**config.mk**
```make
export PLATFORM = sky130hd
export DESIGN_NAME = crc_engine
export DESIGN_NICKNAME = d
export VERILOG_FILES = /design/src/rtl/crc_pkg.sv /design/src/rtl/crc_step.sv /design/src/rtl/crc_engine.sv
export SDC_FILE = /design/constraint.sdc
export NUM_CORES = 1
export LEC_CHECK = 0
export BUFFER_PORTS_ARGS = -buffer_cell sky130_fd_sc_hd__buf_2
export CORE_UTILIZATION = 47
export DETAILED_ROUTE_END_ITERATION = 12
export MAX_ROUTING_LAYER = met4
export PLACE_DENSITY = 0.74
export SYNTH_ARGS = -nofsm -noshare
export SYNTH_HDL_FRONTEND = slang
export SYNTH_SLANG_ARGS = --single-unit
```
**constraint.sdc**
```tcl
create_clock -name clk -period 2.3 [get_ports clk]
set_clock_uncertainty 0.05 [all_clocks]
set_input_delay 0.23 -clock clk [delete_from_list [all_inputs] [get_ports clk]]
set_output_delay 0.23 -clock clk [all_outputs]
set_load 0.1 [all_outputs]
```
**src/rtl/crc_pkg.sv**
```systemverilog
// Shared state encoding, standard polynomials and sizing helpers for the CRC engine.
package crc_pkg;

  typedef enum logic [1:0] {
    IDLE = 2'd0,
    BUSY = 2'd1,
    DONE = 2'd2
  } crc_state_t;

  localparam logic [6:0]  CRC7_SD_POLY     = 7'h09;
  localparam logic [15:0] CRC16_CCITT_POLY = 16'h1021;

  // Counter width for N steps; a single-step engine still needs one bit.
  function automatic int cnt_width(input int n);
    return (n > 1) ? $clog2(n) : 1;
  endfunction

endpackage

```
**src/rtl/crc_step.sv**
```systemverilog
// Combinational fold of NBITS message bits (MSB first) into a CRC remainder.
module crc_step
  import crc_pkg::*;
#(
  parameter int               CRC_W = 7,
  parameter logic [CRC_W-1:0] POLY  = CRC7_SD_POLY,
  parameter int               NBITS = 1
) (
  input  logic [CRC_W-1:0] rem_in,
  input  logic [NBITS-1:0] bits_in,
  output logic [CRC_W-1:0] rem_out
);

  logic [CRC_W-1:0] rem_v;
  logic             fb;

  always_comb begin
    rem_v = rem_in;
    fb    = 1'b0;
    for (int i = 0; i < NBITS; i++) begin
      fb    = rem_v[CRC_W-1] ^ bits_in[NBITS-1-i];
      rem_v = (rem_v << 1) ^ (fb ? POLY : '0);
    end
    rem_out = rem_v;
  end

endmodule

```
**src/rtl/crc_engine.sv**
```systemverilog
// Multi-cycle parametrised CRC generator with message chaining for the SD/SPI path.
module crc_engine
  import crc_pkg::*;
#(
  parameter int               CRC_W          = 7,
  parameter logic [CRC_W-1:0] POLY           = CRC7_SD_POLY,
  parameter int               DATA_W         = 40,
  parameter int               BITS_PER_CYCLE = 1,
  parameter logic [CRC_W-1:0] INIT           = '0,
  parameter logic [CRC_W-1:0] XOR_OUT        = '0
) (
  input  logic              clk,
  input  logic              rst,
  input  logic              load,
  input  logic              chain,
  input  logic [DATA_W-1:0] data_in,
  output logic              ready,
  output logic [CRC_W-1:0]  crc_out,
  output logic              valid
);

  localparam int N     = DATA_W / BITS_PER_CYCLE;
  localparam int CNT_W = cnt_width(N);
  localparam logic [CNT_W-1:0] CNT_LAST = CNT_W'(N - 1);

  if (CRC_W < 1 || CRC_W > 32) begin : g_bad_crc_w
    $error("crc_engine: CRC_W must be in 1..32");
  end
  if (BITS_PER_CYCLE < 1 || BITS_PER_CYCLE > DATA_W) begin : g_bad_bpc_range
    $error("crc_engine: BITS_PER_CYCLE must be in 1..DATA_W");
  end else if (DATA_W % BITS_PER_CYCLE != 0) begin : g_bad_bpc_div
    $error("crc_engine: BITS_PER_CYCLE must divide DATA_W");
  end

  crc_state_t        state_q;
  logic [CRC_W-1:0]  rem_q;
  logic [CRC_W-1:0]  rem_d;
  logic [DATA_W-1:0] shreg_q;
  logic [DATA_W-1:0] shreg_d;
  logic [CNT_W-1:0]  cnt_q;

  crc_step #(
    .CRC_W (CRC_W),
    .POLY  (POLY),
    .NBITS (BITS_PER_CYCLE)
  ) u_step (
    .rem_in  (rem_q),
    .bits_in (shreg_q[DATA_W-1 -: BITS_PER_CYCLE]),
    .rem_out (rem_d)
  );

  assign shreg_d = shreg_q << BITS_PER_CYCLE;

  // rem_q keeps the raw remainder; XOR_OUT is applied only on the output so chaining stays exact.
  always_ff @(posedge clk) begin
    if (rst) begin
      state_q <= IDLE;
      rem_q   <= INIT;
      shreg_q <= '0;
      cnt_q   <= '0;
    end else begin
      case (state_q)
        IDLE, DONE: begin
          if (load) begin
            shreg_q <= data_in;
            cnt_q   <= '0;
            state_q <= BUSY;
            if (!chain) begin
              rem_q <= INIT;
            end
          end
        end
        BUSY: begin
          rem_q   <= rem_d;
          shreg_q <= shreg_d;
          if (cnt_q == CNT_LAST) begin
            cnt_q   <= '0;
            state_q <= DONE;
          end else begin
            cnt_q <= cnt_q + 1'b1;
          end
        end
        default: state_q <= IDLE;
      endcase
    end
  end

  assign ready   = (state_q == IDLE) || (state_q == DONE);
  assign valid   = (state_q == DONE) && !load;
  assign crc_out = valid ? (rem_q ^ XOR_OUT) : '0;

endmodule

```
==> results of run 1 <==
==> layout make-up <==
| class | instances | area (sq um) |
|---|---|---|
| clock inverters | 3 | 18.77 |
| well taps | 67 | 83.83 |
| flip-flops and latches | 55 | 1101 |
| multi-input cells | 224 | 1225 |
| fillers | 463 | 2029 |
| inverters | 2 | 7.507 |
| repair buffers | 60 | 345.3 |
| clock buffers | 5 | 68.82 |
==> placed cells by master, fill, tap and decap left out, drive strengths merged, types with 2 or more instances in the layout <==
| cell | instances |
|---|---|
| inv | 3 |
| clkbuf | 5 |
| clkinv | 2 |
| nor2 | 41 |
| a311oi | 41 |
| nor2b | 2 |
| and2 | 8 |
| a21oi | 9 |
| o31ai | 2 |
| nand4 | 2 |
| nand3 | 11 |
| buf | 60 |
| nand2 | 88 |
| nand2b | 3 |
| dfxtp | 55 |
==> registers in the layout, indices dropped and copies added (netlist names) <==
name     cells
cnt_q        6
state_q      2
rem_q        7
shreg_q     40
==> routing by layer <==
layer | part of all wire | track usage
met4 | 0.0095 | 0.06499
met2 | 0.47 | 0.3404
met5 | 0 | -
met3 | 0.036 | 0.03794
met1 | 0.48 | 0.2565
==> synth_stat cells, drive strengths merged <==
cell type / number / area, sq um
and2: 8 / 50.05
inv: 2 / 7.510
ha: 1 / 12.51
nand2: 88 / 330.3
or3b: 1 / 8.760
o211ai: 1 / 7.510
nand2b: 3 / 18.77
buf: 14 / 93.84
nand4: 2 / 12.51
a21o: 1 / 7.510
clkbuf: 14 / 52.55
xnor2: 1 / 8.760
nor4bb: 1 / 10.01
a31oi: 1 / 6.260
o31ai: 2 / 15.01
dfxtp: 55 / 1101
a311oi: 41 / 359.1
nor3b: 1 / 12.51
nor2b: 2 / 12.51
o21ai: 1 / 5.000
mux2i: 1 / 10.01
nor2: 41 / 153.9
o2111ai: 1 / 8.760
or2: 1 / 6.260
a41oi: 1 / 8.760
nand3: 11 / 55.05
or4b: 1 / 10.01
xor2: 1 / 8.760
a21oi: 9 / 45.04
nor3: 1 / 5.000
o41ai: 1 / 8.760
==> power by group through the flow <==
stage / clock network (W) / logic, W / registers (W)
3_3_place_gp: 0 / 0.000280 / 0.00108
2_1_floorplan: 0 / 0.000208 / 0.00107
4_1_cts: 0.000552 / 0.000286 / 0.00106
5_1_grt: 0.000584 / 0.000321 / 0.00107
3_5_place_dp: 0 / 0.000285 / 0.00108
6_report: 0.000531 / 0.000283 / 0.00106
==> logic make-up (layout without fill, tap and decap cells) <==
family          count (synthesis)  count (layout)  synth area share
compound gates                 59              59            0.1923
xor+xnor                        2               2          0.007144
fa+ha+maj                       1               1          0.005101
buf+inv                        30              70           0.06276
flops                          55              55            0.4490
mux                             1               1          0.004082
simple gates                  161             161            0.2796
==> critical path, cell delays in order (launching register included) <==
cell	delay, ps
dfxtp_1	400
nor3b_4	340
and2_2	190
buf_2	410
==> final timing paths <==
| kind | startpoint | slack, ps | cells after the start | to |
|---|---|---|---|---|
| worst max-delay path | state_q[1] | 370 | 3 | crc_out[2] |
| worst min-delay path | data_in[8] | 140 | 3 | shreg_q[8] |
| worst max register to register | state_q[0] | 570 | 4 | shreg_q[26] |
| worst min register to register | rem_q[1] | 420 | 2 | rem_q[2] |
==> metrics by stage <==
step / instance area [sq um] / setup WS, ps / hold slack [ps]
finish: 2850 / 365.2 / 139.5
global route: 2850 / 251.5 / 136.8
CTS: 2850 / 333.2 / 133.5
detailed placement: 2763 / 555.4 / 408.4
global placement: 2763 / 621.4 / 404.1
floorplan: 2467 / 111.4 / 360.8
==> metrics.md, run 1 <==
| Metric | Value |
|---|---|
| Status | finished, final reports clean |
| Register area share after synthesis | 0.4490 |
| Synthesized area per cell | 7.936 sq um |
| CTS buffer count | 5 |
| Longest Clk Path Bufs | 2 |
| Row cnt | 25 |
| CTS tree | yes |
| Area grow syn2layout | 16.22% |
| Fin. Hold Viols | 0 |
| DR WL/cell | 12.41 um |
| Layout cell share with drive strength beyond 1 | 0.2292 |
| TritonRoute pass-1 iters | 5 |
| Clock-pin slew on the worst setup and hold paths | 100 ps |
| Via-to-Cell Ratio | 5.373 |
| Number of synthesized register bits | 55 |
| Sw Share | 0.2801 |
| Pwr per Cell Area | 657.9 mW/mm^2 |
| Cells after DPL | 408 |
| Chip height | 74.24 um |
| Slew Limit Fails | 0 |
| Fin crit period | 1935 ps |
| Comb power frac | 0.151 |
| DRC | 0 |
| Die Area | 0.005511 sq mm |
| Synth Instances | 309 |
| Mapped Area | 0.002452 sq mm |
| WL final | 5161 um |
| Syn nets | 354 |
| HP Class | in -> reg |
| Max H-tree Level | 2 |
| CP arrival | 1650 ps |
| DRT antenna net count | 0 |
| Nets | 393 |
| Maximum capacitance violations | 0 |
| Final Cycle Share | 0.8412 |
| CP Max Fanout | 9 |
| Static Leakage | 1.105 nW |
| Worst slew pin tran | 657.3 ps |
| Antenna cells | 0 |
| Final std cells w/o fill | 416 |
| Cts repair resizes | 0 |
| Part of the power in registers | 0.566 |
| Clock tree root buffer cell | clkbuf_8 |
| Routed vias | 2235 |
| First-pass GRT wire length | 8756 um |
| VDD IR-drop max | 0.0004180 V |
| Final core utilization | 0.5841 |
| Setup violations, final | 0 |
| # port buffers | 52 |
| Relative slew margins | 0.5618 |
| Grt ovf | 0 |
| Clock power share | 0.283 |
| CP required | 2020 ps |
| FMAX | 0.5169 GHz |
| Hold buffers post-CTS | 0 |
| Largest net degree at the start of global routing | 44 |
| Routability Congestion | 0.7684 |
| Yosys Warn Count | 0 |
| Sw Pwr | 0.0005252 W |
| Total GRT Usage | 0.2065 |
| Final setup TNS | 0 ps |
| RSZ-0062 raised after global routing | no |
| Vias in the first global route | 2084 |
| Initial antenna violation count | 0 |
| Cell-internal power | 0.001350 W |
| CP Launch Type | flop |
| Detailed Route Iter0 Violations | 144 |
| Critical Path End Type | output pin |
| Total power | 0.001875 W |
| Chip width | 74.24 um |
| Final HPWL DP | 3398 um |
| Post-CTS Setup Inserts | 0 |
| Initial Util | 0.5026 |
| Synth unique cells | 33 |
| Clk_lat worst skew | 300 ps |
| Io pins | 53 |
| CP Class | reg -> out |
| CTS sink cnt | 55 |
| Core area | 0.004880 sq mm |
(Power assumes the default switching activity.)
==> inputs of run 2 (changes only) <==
==> constraint.sdc (replaced) <==
create_clock -name clk -period 1.9 [get_ports clk]
set_clock_uncertainty 0.05 [all_clocks]
set_input_delay 0.19 -clock clk [delete_from_list [all_inputs] [get_ports clk]]
set_output_delay 0.19 -clock clk [all_outputs]
set_load 0.1 [all_outputs]
==> run 2 against run 1 <==
Worst setup slack lost 210 ps. Via count grew 0.22%. Register-to-register slack lost 270 ps. Final cell count is 0.24% higher. Non-clock buffer count did not move. Global-route usage is 0.19 points higher. Hold slack got worse by 28 ps. First-iteration DRC count decreased by 4.9%. Die area is the same. Clock-buffer cell count is 1 higher. Sequential power rose by 21%. Critical path depth stayed put. Highest routed layer unchanged.
==> metrics.md, run 2 (synthesis gave the netlist of run 1 again) <==
| Metric | Value |
|---|---|
| Sw Pwr | 0.0006177 W |
| Clock power share | 0.326 |
| Fin. Hold Viols | 0 |
| TritonRoute pass-1 iters | 4 |
| Grt ovf | 0 |
| Clock-pin slew on the worst setup and hold paths | 90 ps |
| DRC | 0 |
| Max incr delay on CP | 430 ps |
| Worst slew pin tran | 606.8 ps |
| Longest Clk Path Bufs | 2 |
| Comb power frac | 0.142 |
| Cells along the critical path | nor3b_2 > and2_4 > buf_4 |
| DRT antenna net count | 0 |
| FMAX | 0.5718 GHz |
| Critical Path End Type | output pin |
| Max stage delay cell, worst path | dfxtp_1 |
| Nets | 394 |
| Max H-tree Level | 2 |
| WL final | 5159 um |
| Most frequent cells in the layout | nand2_1, dfxtp_1, buf_2, nor2_1, a311oi_1 |
| Core area | 0.004880 sq mm |
| CTS tree | yes |
| Maximum capacitance violations | 0 |
| Row cnt | 25 |
| Fillcell total | 464 |
| Vias in the first global route | 2000 |
| Layout cell share with drive strength beyond 1 | 0.2314 |
| CP Class | reg -> out |
| Final Cycle Share | 0.9205 |
| HP Class | in -> reg |
| Max FFs per register | 40 |
| Routed vias | 2240 |
| Chip width | 74.24 um |
| Sw Share | 0.2557 |
| Io pins | 53 |
| Area grow syn2layout | 19.13% |
| Detailed Route Iter0 Violations | 137 |
| RSZ-0062 raised after global routing | no |
| First-pass GRT wire length | 8714 um |
| Status | finished, final reports clean |
| Cell-internal power | 0.001798 W |
| Fin crit period | 1749 ps |
| Static Leakage | 1.121 nW |
| Slew Limit Fails | 0 |
| CTS buffer count | 5 |
| Worst hold slack | 111.7 ps |
| Total GRT Usage | 0.2084 |
| Die Area | 0.005511 sq mm |
| CP required | 1660 ps |
| Regs by FF count | shreg_q: 40 flops, rem_q: 7 flops, cnt_q: 6 flops |
| Largest Register | shreg_q |
| CP Max Fanout | 4 |
| Pwr per Cell Area | 827.0 mW/mm^2 |
| Setup violations, final | 0 |
| Clock tree root buffer cell | clkbuf_8 |
| DR WL/cell | 12.37 um |
| Chip height | 74.24 um |
| Final std cells w/o fill | 417 |
| Initial antenna violation count | 0 |
| Initial Util | 0.5026 |
| Routability Congestion | 0.7728 |
| Final HPWL DP | 3252 um |
| Commonest non-fill, non-tap cell in the layout | nand2_1 |
| VDD IR-drop max | 0.0004776 V |
| CTS sink cnt | 55 |
| Largest net degree at the start of global routing | 53 |
| DP Worst Slack | 291.9 ps |
| Clk_lat worst skew | 300 ps |
| Via-to-Cell Ratio | 5.372 |
| Setup ws final | 151.1 ps |
| CP arrival | 1510 ps |
| Cells after DPL | 407 |
| Part of the power in registers | 0.531 |
| Relative slew margins | 0.5955 |
| # port buffers | 52 |
| Antenna cells | 0 |
| CP Launch Type | flop |
==> run 2: cell count changes in the layout (fill, tap and decap cells not counted), sizes merged <==
cell,change
buf,-1
bufinv,+1
clkbuf,+2
clkinv,-1
inv,-1
nor3b,+1
==> run 2: power groups by stage <==
stage               logic [W]  registers [W]  clock network (W)
floorplan            0.000252        0.00130                  0
detailed placement   0.000344        0.00131                  0
finish               0.000344        0.00128           0.000788
global placement     0.000337        0.00131                  0
global route         0.000392        0.00130           0.000850
CTS                  0.000346        0.00128           0.000809
==> run 2: area by class of cell <==
| class | instances | area [sq um] | area share |
|---|---|---|---|
| clock buffer | 6 | 82.58 | 0.02827 |
| clock inverter | 2 | 35.03 | 0.01199 |
| tap | 67 | 83.83 | 0.02869 |
| sequential | 55 | 1101 | 0.3769 |
| inverter | 2 | 7.507 | 0.002570 |
| timing repair buffer | 60 | 365.4 | 0.1251 |
| multi-input combinational | 225 | 1246 | 0.4266 |
==> run 2: critical path: cells and delay by family, from the launching register on <==
kind	cells	cell delay (ps)
buf+inv	1	270
flops	1	430
simple gates	2	510
==> run 2: metrics by stage <==
step	util	setup TNS, ps	power, W	area (sq um)
finish	0.5987	0	0.002416	2922
global route	0.5987	0	0.002537	2922
CTS	0.5941	0	0.002438	2899
detailed placement	0.5664	0	0.001652	2764
global placement	0.5664	0	0.001644	2764
floorplan	-	-1083	0.001550	2476
==> run 2: repair_timing <==
action,in CTS,in global routing
setup buffers,0,1
gates cloned,0,1
hold endpoints to repair,0,0
gates resized for setup,7,1
hold buffers,0,0
setup endpoints to repair,7,8
==> run 2: path summary, 6_finish.rpt <==
path | depth (start not counted) | slack, ps | from | end
setup / recovery | 3 | 150 | state_q[1] | crc_out[0]
hold / removal | 3 | 110 | data_in[10] | shreg_q[10]
setup reg to reg | 4 | 300 | state_q[0] | shreg_q[25]
hold reg to reg | 2 | 430 | rem_q[0] | rem_q[1]
==> run 2: layer usage <==
metal | part of all wire | GRT usage
met1 | 0.50 | 0.2699
met2 | 0.46 | 0.3394
met3 | 0.034 | 0.02846
met4 | 0.0093 | 0.06289
met5 | 0 | -
==> inputs of run 3 (changes only) <==
--- a/config.mk
+++ b/config.mk
@@ -6,10 +6,10 @@
 export NUM_CORES = 1
 export LEC_CHECK = 0
 export BUFFER_PORTS_ARGS = -buffer_cell sky130_fd_sc_hd__buf_2
-export CORE_UTILIZATION = 47
+export CORE_UTILIZATION = 40
 export DETAILED_ROUTE_END_ITERATION = 12
 export MAX_ROUTING_LAYER = met4
-export PLACE_DENSITY = 0.74
+export PLACE_DENSITY = 0.66
 export SYNTH_ARGS = -nofsm -noshare
 export SYNTH_HDL_FRONTEND = slang
 export SYNTH_SLANG_ARGS = --single-unit
==> run 3 against run 2 <==
First-iteration DRC count shrank 13%. Power shrank 3.5%. Clock power shrank 10%. Register-to-register slack gained 20 ps. Non-clock buffer count grew 3. Largest power group unchanged. Hold slack lost 12 ps. Critical endpoint is now crc_out[3].
==> metrics.md, run 3 (synthesis gave the netlist of run 1 again) <==
| Metric | Value |
|---|---|
| Initial antenna violation count | 0 |
| Clock-pin slew on the worst setup and hold paths | 100 ps |
| TritonRoute pass-1 iters | 4 |
| HP Class | in -> reg |
| CTS buffer count | 5 |
| Fillcell total | 578 |
| Antenna cells | 0 |
| WL final | 5269 um |
| Static Leakage | 1.143 nW |
| Chip height | 80.30 um |
| Total GRT Usage | 0.1779 |
| VDD IR-drop max | 0.0003094 V |
| Relative slew margins | 0.6785 |
| Part of the power in registers | 0.551 |
| CP required | 1660 ps |
| Nets | 396 |
| Max H-tree Level | 2 |
| Fin. Hold Viols | 0 |
| Initial Util | 0.4142 |
| Area grow syn2layout | 22.86% |
| DRC | 0 |
| Detailed Route Iter0 Violations | 119 |
| Routed vias | 2271 |
| Die Area | 0.006448 sq mm |
| Via-to-Cell Ratio | 5.319 |
| Largest net degree at the start of global routing | 86 |
| Pwr per Cell Area | 773.9 mW/mm^2 |
| Top delay family on crit path | simple AND/OR/NAND/NOR gates |
| Critical Path End Type | output pin |
| CP arrival | 1520 ps |
| Max FFs per register | 40 |
| Vias in the first global route | 2090 |
| Regs by FF count | shreg_q: 40 flops, rem_q: 7 flops, cnt_q: 6 flops |
| DR WL/cell | 12.34 um |
| CP Launch Type | flop |
| Cells along the critical path | nor3b_4 > buf_4 > and2_4 > buf_12 |
| Row cnt | 28 |
| FMAX | 0.5690 GHz |
| Setup violations, final | 0 |
| Setup ws final | 142.4 ps |
| Clock power share | 0.303 |
| Status | finished, final reports clean |
| DRT antenna net count | 0 |
| Worst hold slack | 99.41 ps |
| Max incr delay on CP | 400 ps |
| Sw Share | 0.2693 |
| Max stage delay cell, worst path | dfxtp_1 |
| Comb power frac | 0.147 |
| Final Cycle Share | 0.9251 |
| Final HPWL DP | 3296 um |
| Routability Congestion | 0.7746 |
| Final core utilization | 0.5089 |
| Fin crit period | 1758 ps |
| First-pass GRT wire length | 8921 um |
| CP Class | reg -> out |
| # port buffers | 52 |
| Chip width | 80.30 um |
| Commonest non-fill, non-tap cell in the layout | nand2_1 |
| Clk_lat worst skew | 310 ps |
| Grt ovf | 0 |
| Worst slew pin tran | 485.6 ps |
| DP Worst Slack | 335.2 ps |
| Largest Register | shreg_q |
| Longest Clk Path Bufs | 2 |
| CP Max Fanout | 6 |
| CTS sink cnt | 55 |
| Clock tree root buffer cell | clkbuf_8 |
| Maximum capacitance violations | 0 |
| Crit path buf inv count | 2 |
| CTS tree | yes |
| Sw Pwr | 0.0006280 W |
| Hold buffers post-CTS | 0 |
| Layout cell share with drive strength beyond 1 | 0.2358 |
| Cell-internal power | 0.001704 W |
| Slew Limit Fails | 0 |
| Io pins | 53 |
| Most frequent cells in the layout | nand2_1, dfxtp_1, buf_2, nor2_1, a311oi_1 |
| Core area | 0.005921 sq mm |
| RSZ-0062 raised after global routing | no |
[run 3: per-layer routing]
| metal | routed length [um] | up-vias | share of wire | GRT usage |
|---|---|---|---|---|
| met2 | 2454 | 47 | 0.47 | 0.2889 |
| met3 | 188 | 10 | 0.036 | 0.02614 |
| met5 | 0 | - | 0 | - |
| met4 | 98 | 0 | 0.019 | 0.07500 |
| met1 | 2529 | 1053 | 0.48 | 0.2204 |
| li1 | - | 1161 | - | - |
[run 3: worst register-to-register path, cell delays in order (launching register included)]
cell and delay (ps):
dfxtp_1 400, ha_1 260, nor4bb_1 440, a21o_1 220, o211ai_1 100
[run 3: final cells by class]
class / instances / area, sq um / share of cell area
multi-input combinational: 224 / 1234 / 0.4095
sequential: 55 / 1101 / 0.3654
tap: 75 / 93.84 / 0.03115
timing repair buffer: 63 / 473.0 / 0.1570
inverter: 2 / 7.507 / 0.002492
clock inverter: 1 / 7.507 / 0.002492
clock buffer: 7 / 96.34 / 0.03198
[run 3: repair_timing]
action                                 in CTS  in global routing
setup endpoints to repair                   0                  4
gates resized for setup                     0                  0
endpoints found under the hold margin       0                  0
buffers inserted                            0                  3
[run 3: power groups by stage]
| stage | Combinational (W) | Sequential, W | Clock [W] |
|---|---|---|---|
| final | 0.000342 | 0.00128 | 0.000706 |
| after global routing | 0.000389 | 0.00130 | 0.000773 |
| after CTS | 0.000345 | 0.00128 | 0.000725 |
| after detailed placement | 0.000344 | 0.00131 | 0 |
| after global placement | 0.000339 | 0.00131 | 0 |
| after floorplan | 0.000252 | 0.00130 | 0 |
[run 3: stage by stage]
step,TNS (ps),cell area [sq um],instances,total power (W)
floorplan,-1083,2476,309,0.001550
global placement,0,2887,416,0.001646
detailed placement,0,2887,416,0.001653
CTS,0,2990,424,0.002355
global route,0,3013,427,0.002457
finish,0,3013,427,0.002332
[run 3: final timing paths]
| path | startpoint | to | slack, ps | cells past startpoint |
|---|---|---|---|---|
| min | data_in[28] | shreg_q[28] | 100 | 3 |
| max | state_q[1] | crc_out[3] | 140 | 4 |
| max reg2reg | cnt_q[0] | cnt_q[5] | 320 | 4 |
| min reg2reg | rem_q[3] | rem_q[4] | 430 | 2 |
